`config.mk`:
```
export PLATFORM = sky130hd
export DESIGN_NAME = mmio_io_flat
export DESIGN_NICKNAME = d
export VERILOG_FILES = /design/src/rtl/mmio_if.sv /design/src/rtl/mmio_io.sv /design/src/flat_wrapper.sv
export SDC_FILE = /design/constraint.sdc
export NUM_CORES = 1
export LEC_CHECK = 0
export BUFFER_PORTS_ARGS = -buffer_cell sky130_fd_sc_hd__buf_2
export CORE_UTILIZATION = 30
export CTS_BUF_LIST = sky130_fd_sc_hd__clkbuf_8
export DETAILED_ROUTE_END_ITERATION = 10
export PLACE_DENSITY = 0.59
export SYNTH_ARGS = -nofsm -noshare
export SYNTH_HDL_FRONTEND = slang
export SYNTH_SLANG_ARGS = --single-unit
```
`constraint.sdc`:
```
create_clock -name clk -period 2 [get_ports clk]
set_input_delay 0.4 -clock clk [delete_from_list [all_inputs] [get_ports clk]]
set_output_delay 0.4 -clock clk [all_outputs]
set_load 0.02 [all_outputs]
```
`src/rtl/mmio_if.sv`:
```
// mmio_if: bus bundle between the memory stage and the MMIO peripheral block.
//   addr   - registered byte address from the memory stage
//   din    - write data
//   wr_en  - write strobe
//   mmio   - memory-mapped I/O enable
//   hit    - peripheral claims the access (combinational)
//   dout   - registered read data (one-cycle latency, like the data RAM)
// The master modport is the memory stage side; the slave modport is the peripheral.
interface mmio_if;
  logic [7:0] addr;
  logic [7:0] din;
  logic       wr_en;
  logic       mmio;
  logic       hit;
  logic [7:0] dout;

  modport master (
    output addr,
    output din,
    output wr_en,
    output mmio,
    input  hit,
    input  dout
  );

  modport slave (
    input  addr,
    input  din,
    input  wr_en,
    input  mmio,
    output hit,
    output dout
  );
endinterface

```
`src/rtl/mmio_io.sv`:
```
// mmio_io: memory-mapped I/O block in page 0xF0-0xFF.
//   0xF0 LEDS (rw), 0xF1 TXDATA (wo), 0xF2 STATUS {7'b0, tx_busy} (ro),
//   0xF3 TICK (ro), 0xF4-0xFF reserved (read 0, writes ignored).
// Ports:
//   clk    - clock, all state on rising edge
//   rst_n  - synchronous active-low reset
//   bus    - mmio_if slave modport (addr/din/wr_en/mmio in, hit/dout out)
//   o_leds - LED register
//   o_tx   - UART serial output, idle high, registered
// Build option: define MMIO_TICK_EN to build the prescaler and TICK counter;
// otherwise 0xF3 reads 0 and TICK_DIV is only range-checked.
module mmio_io #(
  parameter int unsigned CLK_HZ   = 12000000,
  parameter int unsigned BAUD     = 115200,
  parameter int unsigned TICK_DIV = 12000
) (
  input  logic       clk,
  input  logic       rst_n,
  mmio_if.slave      bus,
  output logic [7:0] o_leds,
  output logic       o_tx
);

  localparam int unsigned BaudDiv = CLK_HZ / BAUD;
  localparam int unsigned BaudW   = $clog2(BaudDiv);

  if (BaudDiv < 2) begin : g_bad_baud
    $error("mmio_io: CLK_HZ/BAUD must be at least 2");
  end
  if (TICK_DIV < 1) begin : g_bad_tick
    $error("mmio_io: TICK_DIV must be at least 1");
  end

  typedef enum logic [1:0] {StIdle, StStart, StData, StStop} tx_state_e;

  logic             hit;
  logic             wr_led;
  logic             wr_tx;
  logic             tx_busy;
  logic [7:0]       tick_val;
  logic [7:0]       rdata;

  logic [7:0]       leds_q, leds_d;
  logic [7:0]       dout_q, dout_d;
  tx_state_e        state_q, state_d;
  logic [BaudW-1:0] baud_q, baud_d;
  logic [2:0]       bit_q, bit_d;
  logic [7:0]       shift_q, shift_d;
  logic             tx_q, tx_d;
  logic             baud_last;

  assign hit       = bus.mmio & (bus.addr[7:4] == 4'hF);
  assign wr_led    = bus.wr_en & hit & (bus.addr[3:0] == 4'h0);
  assign wr_tx     = bus.wr_en & hit & (bus.addr[3:0] == 4'h1);
  assign tx_busy   = (state_q != StIdle);
  assign baud_last = (baud_q == BaudW'(BaudDiv - 1));

  assign bus.hit  = hit;
  assign bus.dout = dout_q;
  assign o_leds   = leds_q;
  assign o_tx     = tx_q;

`ifdef MMIO_TICK_EN
  localparam int unsigned PreW = (TICK_DIV > 1) ? $clog2(TICK_DIV) : 1;

  logic [PreW-1:0] pre_q;
  logic [7:0]      tick_q;

  always_ff @(posedge clk) begin
    if (!rst_n) begin
      pre_q  <= '0;
      tick_q <= 8'h00;
    end else if (pre_q == PreW'(TICK_DIV - 1)) begin
      pre_q  <= '0;
      tick_q <= tick_q + 8'h01;
    end else begin
      pre_q  <= pre_q + 1'b1;
    end
  end

  assign tick_val = tick_q;
`else
  assign tick_val = 8'h00;
`endif

  // Read mux uses current register values, so a same-cycle write is not yet visible.
  always_comb begin
    rdata = 8'h00;
    case (bus.addr[3:0])
      4'h0:    rdata = leds_q;
      4'h2:    rdata = {7'b0, tx_busy};
      4'h3:    rdata = tick_val;
      default: rdata = 8'h00;
    endcase
  end

  always_comb begin
    dout_d = hit ? rdata : 8'h00;
    leds_d = wr_led ? bus.din : leds_q;
  end

  // TX next state. The line value is derived from the next state so o_tx changes on the
  // same edge as the state, straight from a flop.
  always_comb begin
    state_d = state_q;
    baud_d  = baud_q;
    bit_d   = bit_q;
    shift_d = shift_q;
    tx_d    = 1'b1;

    unique case (state_q)
      StIdle: begin
        if (wr_tx) begin
          shift_d = bus.din;
          baud_d  = '0;
          bit_d   = 3'd0;
          state_d = StStart;
        end
      end
      StStart: begin
        if (baud_last) begin
          baud_d  = '0;
          state_d = StData;
        end else begin
          baud_d  = baud_q + 1'b1;
        end
      end
      StData: begin
        if (baud_last) begin
          baud_d = '0;
          if (bit_q == 3'd7) begin
            state_d = StStop;
          end else begin
            bit_d   = bit_q + 3'd1;
            shift_d = {1'b0, shift_q[7:1]};
          end
        end else begin
          baud_d = baud_q + 1'b1;
        end
      end
      StStop: begin
        if (baud_last) begin
          baud_d  = '0;
          state_d = StIdle;
        end else begin
          baud_d  = baud_q + 1'b1;
        end
      end
      default: state_d = StIdle;
    endcase

    unique case (state_d)
      StStart: tx_d = 1'b0;
      StData:  tx_d = shift_d[0];
      default: tx_d = 1'b1;
    endcase
  end

  always_ff @(posedge clk) begin
    if (!rst_n) begin
      leds_q  <= 8'h00;
      dout_q  <= 8'h00;
      state_q <= StIdle;
      baud_q  <= '0;
      bit_q   <= 3'd0;
      shift_q <= 8'h00;
      tx_q    <= 1'b1;
    end else begin
      leds_q  <= leds_d;
      dout_q  <= dout_d;
      state_q <= state_d;
      baud_q  <= baud_d;
      bit_q   <= bit_d;
      shift_q <= shift_d;
      tx_q    <= tx_d;
    end
  end

endmodule

```
`src/flat_wrapper.sv`:
```
// flat-port wrapper written by rule: the top's interface ports become plain ports
module mmio_io_flat 
#(
  parameter int unsigned CLK_HZ   = 12000000,
  parameter int unsigned BAUD     = 115200,
  parameter int unsigned TICK_DIV = 12000
)
  (clk, rst_n, o_leds, o_tx, bus_addr, bus_din, bus_wr_en, bus_mmio, bus_hit, bus_dout);
  mmio_if bus_i ();
  input  logic clk;
  input  logic rst_n;
  output logic [7:0] o_leds;
  output logic o_tx;
  input wire logic [$bits(bus_i.addr)-1:0] bus_addr;
  input wire logic [$bits(bus_i.din)-1:0] bus_din;
  input wire logic [$bits(bus_i.wr_en)-1:0] bus_wr_en;
  input wire logic [$bits(bus_i.mmio)-1:0] bus_mmio;
  output wire logic [$bits(bus_i.hit)-1:0] bus_hit;
  output wire logic [$bits(bus_i.dout)-1:0] bus_dout;
  assign bus_i.addr = bus_addr;
  assign bus_i.din = bus_din;
  assign bus_i.wr_en = bus_wr_en;
  assign bus_i.mmio = bus_mmio;
  assign bus_hit = bus_i.hit;
  assign bus_dout = bus_i.dout;
  mmio_io #(.CLK_HZ(CLK_HZ), .BAUD(BAUD), .TICK_DIV(TICK_DIV)) u_core (.clk(clk), .rst_n(rst_n), .bus(bus_i), .o_leds(o_leds), .o_tx(o_tx));
endmodule
```
---- After elaboration in Yosys (flattened, before gate mapping) ----
Cells that the tools add are included.
cells by class
  $add $sub $neg .......................... 2
  eq/ne operators ......................... 13
  multiplexer cells ....................... 19
  bitwise gates (word level) .............. 4
  reduce and logical (&&, ||, !) cells .... 7
operator list
  cell                 number
  $pmux 8 s2           2
  $mux 8               3
  $mux 7               2
  $pmux 7 s2           1
  $mux 2               5
  $mux 3               3
  $pmux 2 s4           1
  $add 7x1->7 const B  1
  $eq 7x7->1 const B   1
  $eq 2x2->1 const B   3
  $pmux 3 s2           1
  $and 1x1->1          4
  $eq 2x1->1 const B   2
  $eq 4x1->1 const B   1
  $eq 4x2->1 const B   1
  $eq 4x4->1 const B   1
  $logic_not 4->1      1
  $ne 2x1->1 const B   2
  $reduce_and 4->1     1
  $reduce_bool 2->1    2
  $add 3x1->3 const B  1
  $eq 3x3->1 const B   1
  $reduce_or 3->1      1
  $logic_not 2->1      1
  other kinds (3)      3
word-level totals
  register bits after elaboration ......... 37
  input port bits ......................... 20
  word-level logic and storage cells ...... 53

---- Longest topological paths before layout ----
Gate-level depths: netlist of run 1.
  depth after elaboration ................. 8
  gate-level depth with buffers ........... 7

---- Worst setup path before layout of run 1 ----
No wires, ideal clock.
  path type ............................... flip-flop to flip-flop
  from .................................... reg u_core.bit_q[0]
  to ...................................... reg u_core.shift_q[7]
  setup time .............................. 0.128 ns
  data arrival time ....................... 1.478 ns
  required time ........................... 1.872 ns
  setup slack ............................. 0.394 ns
  stages on the path, launching flop included .. 8
  clock period less this slack ............ 1.606 ns
  path through ............................ dfxtp_1 > ha_1 > ha_1 > nor4_2 > buf_2 > nor3b_1 > a21oi_1 > nor2_1
on the way
  cells in the longest elaborated chain, start to end .. 3
RTL lines
  what                               line            source
  from (decl)                        mmio_io.sv:47   logic [2:0] bit_q, bit_d;
  from (signal assigned)             mmio_io.sv:173  bit_q <= bit_d;
  $eq 3x3->1                         mmio_io.sv:131  if (bit_q == 3'd7) begin
  $ne 2x2->1 (no source line)        --
  $reduce_and 4->1 (no source line)  --
  to (signal assigned)               mmio_io.sv:174  shift_q <= shift_d;
  to (decl)                          mmio_io.sv:48   logic [7:0] shift_q, shift_d;
No other way between the ends.
A chain may end at the register's enable or synchronous reset.

---- Worst setup path in the final report of run 1 ----
  from .................................... reg u_core.bit_q[0]
  to ...................................... reg u_core.bit_q[0]
on the way
  cells in the longest elaborated chain, start to end .. 4
  elaborated cells between the ends (all ways) .. 7
RTL lines
  what         line            source
  $add 3x1->3  mmio_io.sv:134  bit_d = bit_q + 3'd1;
  $mux 3       mmio_io.sv:131
  $mux 3       mmio_io.sv:129  if (baud_last) begin
  $pmux 3 s2   mmio_io.sv:111  unique case (state_q)
Parallel ways exist; a longest one is shown, timed or not. The select of a mux whose other input is x is not followed.

==> flow_summary.html, run 1 <==
<table>
<tr><th>Metric</th><th>Value</th></tr>
<tr><th colspan="2">Clock tree</th></tr>
<tr><td>Post-CTS Repair Setup Buffers</td><td>0</td></tr>
<tr><td>Max clock buf depth</td><td>2</td></tr>
<tr><td>Clock Root Buffer</td><td>clkbuf_8</td></tr>
<tr><td>Clock Sinks</td><td>37</td></tr>
<tr><td>Clock H-tree levels</td><td>2</td></tr>
<tr><td>CTS Buf Count</td><td>5</td></tr>
<tr><td>Clock-pin slew of the registers on the worst-case setup and hold paths</td><td>~0.070 ns</td></tr>
<tr><td>Clock tree from TritonCTS</td><td>built</td></tr>
<tr><td>Cts-stage hold buffer count</td><td>0</td></tr>
<tr><td>Post-cts repair resize count</td><td>0</td></tr>
<tr><td>Clk_lat worst skew</td><td>slightly below 0.3 ns</td></tr>
<tr><th colspan="2">Global route</th></tr>
<tr><td>Antenna violations before repair</td><td>0</td></tr>
<tr><td>Via count of the first global-routing pass</td><td>1133</td></tr>
<tr><td>Total gr overflow</td><td>0</td></tr>
<tr><td>Wire length of the first global-routing pass</td><td>about 5300 microns</td></tr>
<tr><td>Pin count of the biggest net entering global routing</td><td>29</td></tr>
<tr><td>Total GRT Usage</td><td>0.127</td></tr>
<tr><th colspan="2">Power</th></tr>
<tr><td>Part of the power in combinational logic</td><td>0.034</td></tr>
<tr><td>Fraction of power spent switching nets</td><td>0.207</td></tr>
<tr><td>Static leakage power</td><td>roughly 0.84 nW</td></tr>
<tr><td>Share of total power in sequential cells</td><td>0.503</td></tr>
<tr><td>Pwr Density</td><td>roughly 730 mW/mm^2</td></tr>
<tr><td>Clock power share</td><td>0.463</td></tr>
<tr><td>Power after layout</td><td>around 0.0015 W</td></tr>
<tr><td>Cell internal pwr</td><td>~0.0012 W</td></tr>
<tr><td>Psw</td><td>0.000304 W</td></tr>
<tr><td>Worst vdd rail ir drop</td><td>about 0.23 mV</td></tr>
<tr><th colspan="2">Placement</th></tr>
<tr><td>Count of buffers inserted at the top-level ports</td><td>37</td></tr>
<tr><td>Worst setup timing slack at the placement stage</td><td>roughly 0.25 ns</td></tr>
<tr><td>Final GP Congestion</td><td>approximately 0.76</td></tr>
<tr><td>HPWL after DPL</td><td>2390 microns</td></tr>
<tr><th colspan="2">Final layout</th></tr>
<tr><td>Final core utilization</td><td>0.391</td></tr>
<tr><td>Final-stage net count</td><td>roughly 240</td></tr>
<tr><td>Count of filler cells inserted in the layout</td><td>540</td></tr>
<tr><td>Area growth from synthesis to layout</td><td>25.4%</td></tr>
<tr><td>Antenna diode instance count</td><td>0</td></tr>
<tr><td>Layout cell share with drive strength beyond 1</td><td>0.258</td></tr>
<tr><th colspan="2">Synth</th></tr>
<tr><td>Share of the yosys chip area belonging to registers</td><td>0.462</td></tr>
<tr><td>Area of the mapped netlist</td><td>between 0.0015 and 0.002 sq mm</td></tr>
<tr><td>Proportion of netlist area held by the largest area contributor</td><td>0.462</td></tr>
<tr><td>Number of warnings printed during yosys synthesis</td><td>0</td></tr>
<tr><td>Flip-flop and latch count after synthesis</td><td>37</td></tr>
<tr><td>Synth Flop Type</td><td>dfxtp_1</td></tr>
<tr><td>Dominant cell type by area after synthesis</td><td>dfxtp_1</td></tr>
<tr><td>Number of flops mapped to enable cells by yosys</td><td>0</td></tr>
<tr><td>Post-Syn Instances</td><td>roughly 170</td></tr>
<tr><td>Number of distinct standard cells referenced by the synthesized netlist</td><td>38</td></tr>
<tr><td>Async set or reset register ratio after synthesis</td><td>0</td></tr>
<tr><td>Synthesized net count</td><td>between 150 and 200</td></tr>
<tr><td>Avg Cell Area, Syn</td><td>9.26 sq um</td></tr>
<tr><td>Largest cells by area after synthesis</td><td>dfxtp_1 46%, nor2_1 6.3%, mux2i_1 6.2%</td></tr>
<tr><th colspan="2">Floorplan</th></tr>
<tr><td>Num rows</td><td>26</td></tr>
<tr><td>Area of the die</td><td>0.00564 sq mm</td></tr>
<tr><td>Number of primary I/O pins</td><td>38</td></tr>
<tr><td>Floorplan Core Area</td><td>around 0.005 sq mm</td></tr>
<tr><td>Initial core utilization</td><td>0.312</td></tr>
<tr><td>Width of the die</td><td>about 75 microns</td></tr>
<tr><td>Die boundary height</td><td>75.1 microns</td></tr>
<tr><th colspan="2">STA</th></tr>
<tr><td>Hold Fails Final Rpt</td><td>0</td></tr>
<tr><td>Min setup slack post-route</td><td>between 0.2 and 0.3 ns</td></tr>
<tr><td>Worst Skew</td><td>about 0.0082 ns</td></tr>
<tr><td>Least-Margin Pin Slew</td><td>between 0.4 and 0.5 ns</td></tr>
<tr><td>Hold Worst Slack</td><td>between 0.3 and 0.4 ns</td></tr>
<tr><td>Share of the clock period used by the worst path after layout</td><td>0.855</td></tr>
<tr><td>Unrepaired setup endpoints after global routing</td><td>false</td></tr>
<tr><td>Slew Limit Headroom</td><td>0.676</td></tr>
<tr><td>Final min period</td><td>between 1.5 and 2 ns</td></tr>
<tr><td>Fmax achieved</td><td>approximately 0.6 GHz</td></tr>
<tr><td>Setup TNS Final</td><td>0 ns</td></tr>
<tr><td>Final-report setup violation count</td><td>0</td></tr>
<tr><td>Slew Limit Fails</td><td>0</td></tr>
<tr><th colspan="2">Route</th></tr>
<tr><td>Vias per inst</td><td>about 4.8</td></tr>
<tr><td>Iteration-0 DRC Markers</td><td>between 70 and 80</td></tr>
<tr><td>Post-route DRC violation count</td><td>0</td></tr>
<tr><td>Length of the first detailed-routing pass in iterations</td><td>4</td></tr>
<tr><td>Routed WL</td><td>3340 microns</td></tr>
<tr><td>Detailed-route via count</td><td>roughly 1400</td></tr>
<tr><td>Routed WL per cell</td><td>11.6 microns</td></tr>
<tr><td>Antenna-violating nets left</td><td>0</td></tr>
<tr><th colspan="2">Critical path</th></tr>
<tr><td>Nature of the critical path startpoint</td><td>register</td></tr>
<tr><td>Element type at the critical path end</td><td>register</td></tr>
<tr><td>Req. time, crit path</td><td>approximately 2.2 ns</td></tr>
<tr><td>Signal arrival time at the worst endpoint</td><td>roughly 1.9 ns</td></tr>
<tr><td>Critical path start-end classification</td><td>reg2reg</td></tr>
<tr><td>Critical path fanouts, max</td><td>11</td></tr>
<tr><th colspan="2">Worst hold path</th></tr>
<tr><td>Worst Hold Class</td><td>in2reg</td></tr>
<tr><th colspan="2">Run status</th></tr>
<tr><td>Run status</td><td>complete, no violations</td></tr>
<tr><th colspan="2">Run</th></tr>
<tr><td>Maxcap violations</td><td>0</td></tr>
</table>
[critical path, stage by stage (launching register included)]
cell and delay (ns):
dfxtp_1 0.32, ha_1 0.20, ha_1 0.22, nor4_2 0.38, buf_12 0.17, nor2_2 0.08
mux2i_1 0.16, nor2_1 0.05
[layout by cell type, fill, tap and decap left out, types with 4 or more instances in the layout]
cell type  count
nand2_1       12
and2_1         8
dfxtp_1       37
nand3b_1       4
buf_2         37
o21ai_0        4
clkbuf_8       6
mux2i_1       10
a21oi_1       15
a22oi_1        7
nor2_1        27
[cells in the mapped netlist (2+ instances only)]
master	instances
nor2_1	27
nand3b_1	4
dfxtp_1	37
clkbuf_1	2
nand2_1	12
and3_1	2
nand4b_1	2
inv_1	3
a22oi_1	7
a211oi_1	3
or2_1	2
buf_2	2
a41oi_1	2
nand4_1	3
nor3_1	3
o21ai_0	4
ha_1	3
nand3_1	3
a31oi_1	2
a21oi_1	15
and2_1	8
mux2i_1	10
nor4_2	2
[power by group through the flow]
stage | Clock, W | Sequential [W] | Combinational [W]
final | 0.000679 | 0.000736 | 0.0000494
after global routing | 0.000723 | 0.000736 | 0.0000550
after CTS | 0.000692 | 0.000736 | 0.0000502
after detailed placement | 0 | 0.000754 | 0.0000499
after global placement | 0 | 0.000754 | 0.0000501
after floorplan | 0 | 0.000754 | 0.0000187
[routing by layer]
metal	up-vias	track usage	wire length [microns]
li1	708	-	-
met1	626	0.165	1700
met2	30	0.185	1430
met3	5	0.0402	138
met4	0	0.0692	74
met5	-	0	0
[cell families after synthesis]
logic type | synth area share
fa+ha+maj | 0.0234
xor+xnor | 0.00547
simple gates | 0.272
buf+inv | 0.0273
compound gates | 0.147
flops | 0.462
mux | 0.0625
[stage by stage]
stage,std cells,area [sq um]
after floorplan,173,1600
after global placement,279,1890
after detailed placement,279,1890
after CTS,287,2010
after global routing,287,2010
final,287,2010
[layout make-up]
cell class                      instances  area [sq um]  area share
Sequential cell                        37           741       0.369
Inverter                                4          15.0     0.00747
Clock buffer                            6          82.6      0.0411
Multi-Input combinational cell        127           818       0.407
Tap cell                               70          87.6      0.0436
Timing Repair Buffer                   41           228       0.113
Clock inverter                          2          37.5      0.0187
[final timing paths]
check / startpoint / to / slack (ns) / depth (start not counted)
worst max register to register: u_core.bit_q[0] / u_core.bit_q[0] / 0.29 / 7
worst min register to register: u_core.shift_q[3] / u_core.shift_q[3] / 0.46 / 2
worst max-delay path: u_core.bit_q[0] / u_core.bit_q[0] / 0.29 / 7
worst min-delay path: bus_addr[1] / u_core.bus.dout[0] / 0.35 / 2
[state kept, by name (all words and copies together), names as in the netlist]
| register | flops |
|---|---|
| u_core.baud_q | 7 |
| u_core.bit_q | 3 |
| u_core.bus.dout | 8 |
| u_core.o_leds | 8 |
| u_core.o_tx | 1 |
| u_core.shift_q | 8 |
| u_core.state_q | 2 |
(Power assumes the default switching activity.)
==> run 2, diff against run 1 <==
CAP_MARGIN = 20   (was default)
clock period = 1.7 ns   (was 2 ns; I/O delays follow)
==> run 2 against run 1 <==
Compared with the run above:
- register-to-register slack worse by 0.19 ns
- via count rose by 4.5%
- global-route usage about the same
- setup slack got worse by 0.19 ns
- combinational power grew 26%
- cell area increased by 5.0%
- highest routed layer unchanged
==> flow_summary.html, run 2 (synthesis gave the netlist of run 1 again) <==
<table>
<tr><th>Metric</th><th>Value</th></tr>
<tr><th colspan="2">Power</th></tr>
<tr><td>Pwr Density</td><td>813 mW/mm^2</td></tr>
<tr><td>Worst vdd rail ir drop</td><td>around 0.35 mV</td></tr>
<tr><td>Static leakage power</td><td>0.899 nW</td></tr>
<tr><th colspan="2">Global route</th></tr>
<tr><td>Antenna violations before repair</td><td>0</td></tr>
<tr><td>Pin count of the biggest net entering global routing</td><td>13</td></tr>
<tr><td>Total gr overflow</td><td>0</td></tr>
<tr><td>Total GRT Usage</td><td>0.127</td></tr>
<tr><td>Wire length of the first global-routing pass</td><td>about 5400 microns</td></tr>
<tr><td>Via count of the first global-routing pass</td><td>1193</td></tr>
<tr><th colspan="2">STA</th></tr>
<tr><td>Setup TNS Final</td><td>0 ns</td></tr>
<tr><td>Least-Margin Pin Slew</td><td>just under 0.4 ns</td></tr>
<tr><td>Slew Limit Fails</td><td>0</td></tr>
<tr><td>Worst Skew</td><td>around 0.0091 ns</td></tr>
<tr><td>Final min period</td><td>~1.6 ns</td></tr>
<tr><td>Fmax achieved</td><td>about 0.62 GHz</td></tr>
<tr><td>Unrepaired setup endpoints after global routing</td><td>false</td></tr>
<tr><td>Share of the clock period used by the worst path after layout</td><td>0.942</td></tr>
<tr><td>Hold Worst Slack</td><td>roughly 0.3 ns</td></tr>
<tr><td>Slew Limit Headroom</td><td>0.741</td></tr>
<tr><td>Final-report setup violation count</td><td>0</td></tr>
<tr><td>Hold Fails Final Rpt</td><td>0</td></tr>
<tr><th colspan="2">Clock tree</th></tr>
<tr><td>Clock-pin slew of the registers on the worst-case setup and hold paths</td><td>roughly 0.080 ns</td></tr>
<tr><td>Cts-stage hold buffer count</td><td>0</td></tr>
<tr><td>Clock tree from TritonCTS</td><td>built</td></tr>
<tr><td>CTS Buf Count</td><td>5</td></tr>
<tr><td>Clock Sinks</td><td>37</td></tr>
<tr><td>Clock Root Buffer</td><td>clkbuf_8</td></tr>
<tr><td>Clock H-tree levels</td><td>2</td></tr>
<tr><td>Max clock buf depth</td><td>2</td></tr>
<tr><td>Clk_lat worst skew</td><td>between 0.2 and 0.3 ns</td></tr>
<tr><th colspan="2">Route</th></tr>
<tr><td>Antenna-violating nets left</td><td>0</td></tr>
<tr><td>Iteration-0 DRC Markers</td><td>roughly 90</td></tr>
<tr><td>Routed WL per cell</td><td>about 11 microns</td></tr>
<tr><td>Length of the first detailed-routing pass in iterations</td><td>4</td></tr>
<tr><td>Post-route DRC violation count</td><td>0</td></tr>
<tr><td>Routed WL</td><td>between 3000 and 4000 microns</td></tr>
<tr><td>Detailed-route via count</td><td>roughly 1400</td></tr>
<tr><td>Vias per inst</td><td>between 4 and 5</td></tr>
<tr><th colspan="2">Critical path</th></tr>
<tr><td>Standard cell with the maximum stage delay on the critical path</td><td>dfxtp_1</td></tr>
<tr><td>Signal arrival time at the worst endpoint</td><td>around 1.8 ns</td></tr>
<tr><td>Critical path start-end classification</td><td>reg2reg</td></tr>
<tr><td>Worst path top cell family by delay</td><td>compound AO/OA/AOI/OAI gates</td></tr>
<tr><td>Element type at the critical path end</td><td>register</td></tr>
<tr><td>Cell mode on critical path</td><td>a31oi_1</td></tr>
<tr><td>Delay of the slowest cell on the worst path</td><td>0.33 ns</td></tr>
<tr><td>Critical path fanouts, max</td><td>4</td></tr>
<tr><td>Critical path buffer and inverter count</td><td>0</td></tr>
<tr><td>Nature of the critical path startpoint</td><td>register</td></tr>
<tr><td>Req. time, crit path</td><td>around 1.9 ns</td></tr>
<tr><td>Critical Path, Cell by Cell</td><td>ha_1 -&gt; ha_2 -&gt; o31a_1 -&gt; a31oi_1 -&gt; o221a_2 -&gt; a31oi_1</td></tr>
<tr><th colspan="2">Floorplan</th></tr>
<tr><td>Num rows</td><td>26</td></tr>
<tr><td>Floorplan Core Area</td><td>around 0.005 sq mm</td></tr>
<tr><td>Die boundary height</td><td>about 75 microns</td></tr>
<tr><td>Number of primary I/O pins</td><td>38</td></tr>
<tr><td>Initial core utilization</td><td>0.312</td></tr>
<tr><td>Area of the die</td><td>about 0.0056 sq mm</td></tr>
<tr><td>Width of the die</td><td>75.1 microns</td></tr>
<tr><th colspan="2">Final layout</th></tr>
<tr><td>Final-stage net count</td><td>around 250</td></tr>
<tr><td>Antenna diode instance count</td><td>0</td></tr>
<tr><td>Finished layout cell area</td><td>~0.0021 sq mm</td></tr>
<tr><td>Layout cell share with drive strength beyond 1</td><td>0.306</td></tr>
<tr><td>Final core utilization</td><td>0.410</td></tr>
<tr><td>Most used cells in the layout excluding fill and tap cells</td><td>37 x buf_2, 37 x dfxtp_1, 26 x nor2_1</td></tr>
<tr><td>Count of filler cells inserted in the layout</td><td>550</td></tr>
<tr><td>Area growth from synthesis to layout</td><td>31.6%</td></tr>
<tr><th colspan="2">Run status</th></tr>
<tr><td>Run status</td><td>complete, no violations</td></tr>
<tr><th colspan="2">Placement</th></tr>
<tr><td>Placed instance area</td><td>just under 0.002 sq mm</td></tr>
<tr><td>Count of buffers inserted at the top-level ports</td><td>37</td></tr>
<tr><td>Final GP Congestion</td><td>between 0.7 and 0.8</td></tr>
<tr><td>HPWL after DPL</td><td>~2500 microns</td></tr>
<tr><th colspan="2">Worst hold path</th></tr>
<tr><td>Worst Hold Class</td><td>in2reg</td></tr>
<tr><th colspan="2">Run</th></tr>
<tr><td>Maxcap violations</td><td>0</td></tr>
</table>
run 2: changes by cell type in the layout (fill, tap and decap cells not counted):
cell	delta
ha_2	+1
buf_4	+12
nor2_1	-1
nor2_4	+1
ha_1	-1
run 2: path summary, 6_finish.rpt:
| check | from | endpoint | slack (ns) | cells after the start |
|---|---|---|---|---|
| hold reg to reg | u_core.shift_q[3] | u_core.shift_q[3] | 0.46 | 2 |
| setup reg to reg | u_core.bit_q[0] | u_core.o_tx | 0.1 | 6 |
| setup / recovery | u_core.bit_q[0] | u_core.o_tx | 0.1 | 6 |
| hold / removal | bus_addr[1] | u_core.bus.dout[0] | 0.30 | 2 |
run 2: area by class of cell:
class | count | area (sq um) | area share
Multi-Input combinational cell | 127 | 828 | 0.393
Sequential cell | 37 | 741 | 0.351
Timing Repair Buffer | 53 | 318 | 0.151
Tap cell | 70 | 87.6 | 0.0415
Clock buffer | 6 | 82.6 | 0.0391
Clock inverter | 2 | 37.5 | 0.0178
Inverter | 4 | 15.0 | 0.00712
run 2: timing repair:
item | 4_1_cts | 5_1_grt
pin swaps | 0 | 1
buffers inserted | 3 | 0
gates resized for setup | 0 | 3
endpoints found under the setup margin | 1 | 9
run 2: routing by layer:
layer | part of all wire | vias to the layer above | GRT usage
met5 | 0 | - | 0
met4 | 0.018 | 0 | 0.0566
met3 | 0.040 | 6 | 0.0321
met2 | 0.46 | 29 | 0.212
met1 | 0.48 | 662 | 0.154
li1 | - | 733 | -
run 2: metrics by stage:
step                      std cells  setup slack (ns)  total power [W]
after global placement          288            0.0752         0.000951
after floorplan                 173            0.0944         0.000909
after detailed placement        288            0.0447         0.000950
after CTS                       299            0.0608          0.00173
after global routing            299          0.000677          0.00178
final                           299            0.0994          0.00172
run 2: worst reg2reg max path: stages (launching register included):
cell and delay (ns):
dfxtp_1 0.33, ha_1 0.20, ha_2 0.19, o31a_1 0.29
a31oi_1 0.17, o221a_2 0.23, a31oi_1 0.07
run 2: power by group:
group	internal [W]	switching [W]	leakage, nW	total, W
clock	0.000477	0.000310	0.0574	0.000786
combinational	0.0000267	0.0000353	0.544	0.0000621
sequential	0.000866	0.000000222	0.298	0.000867
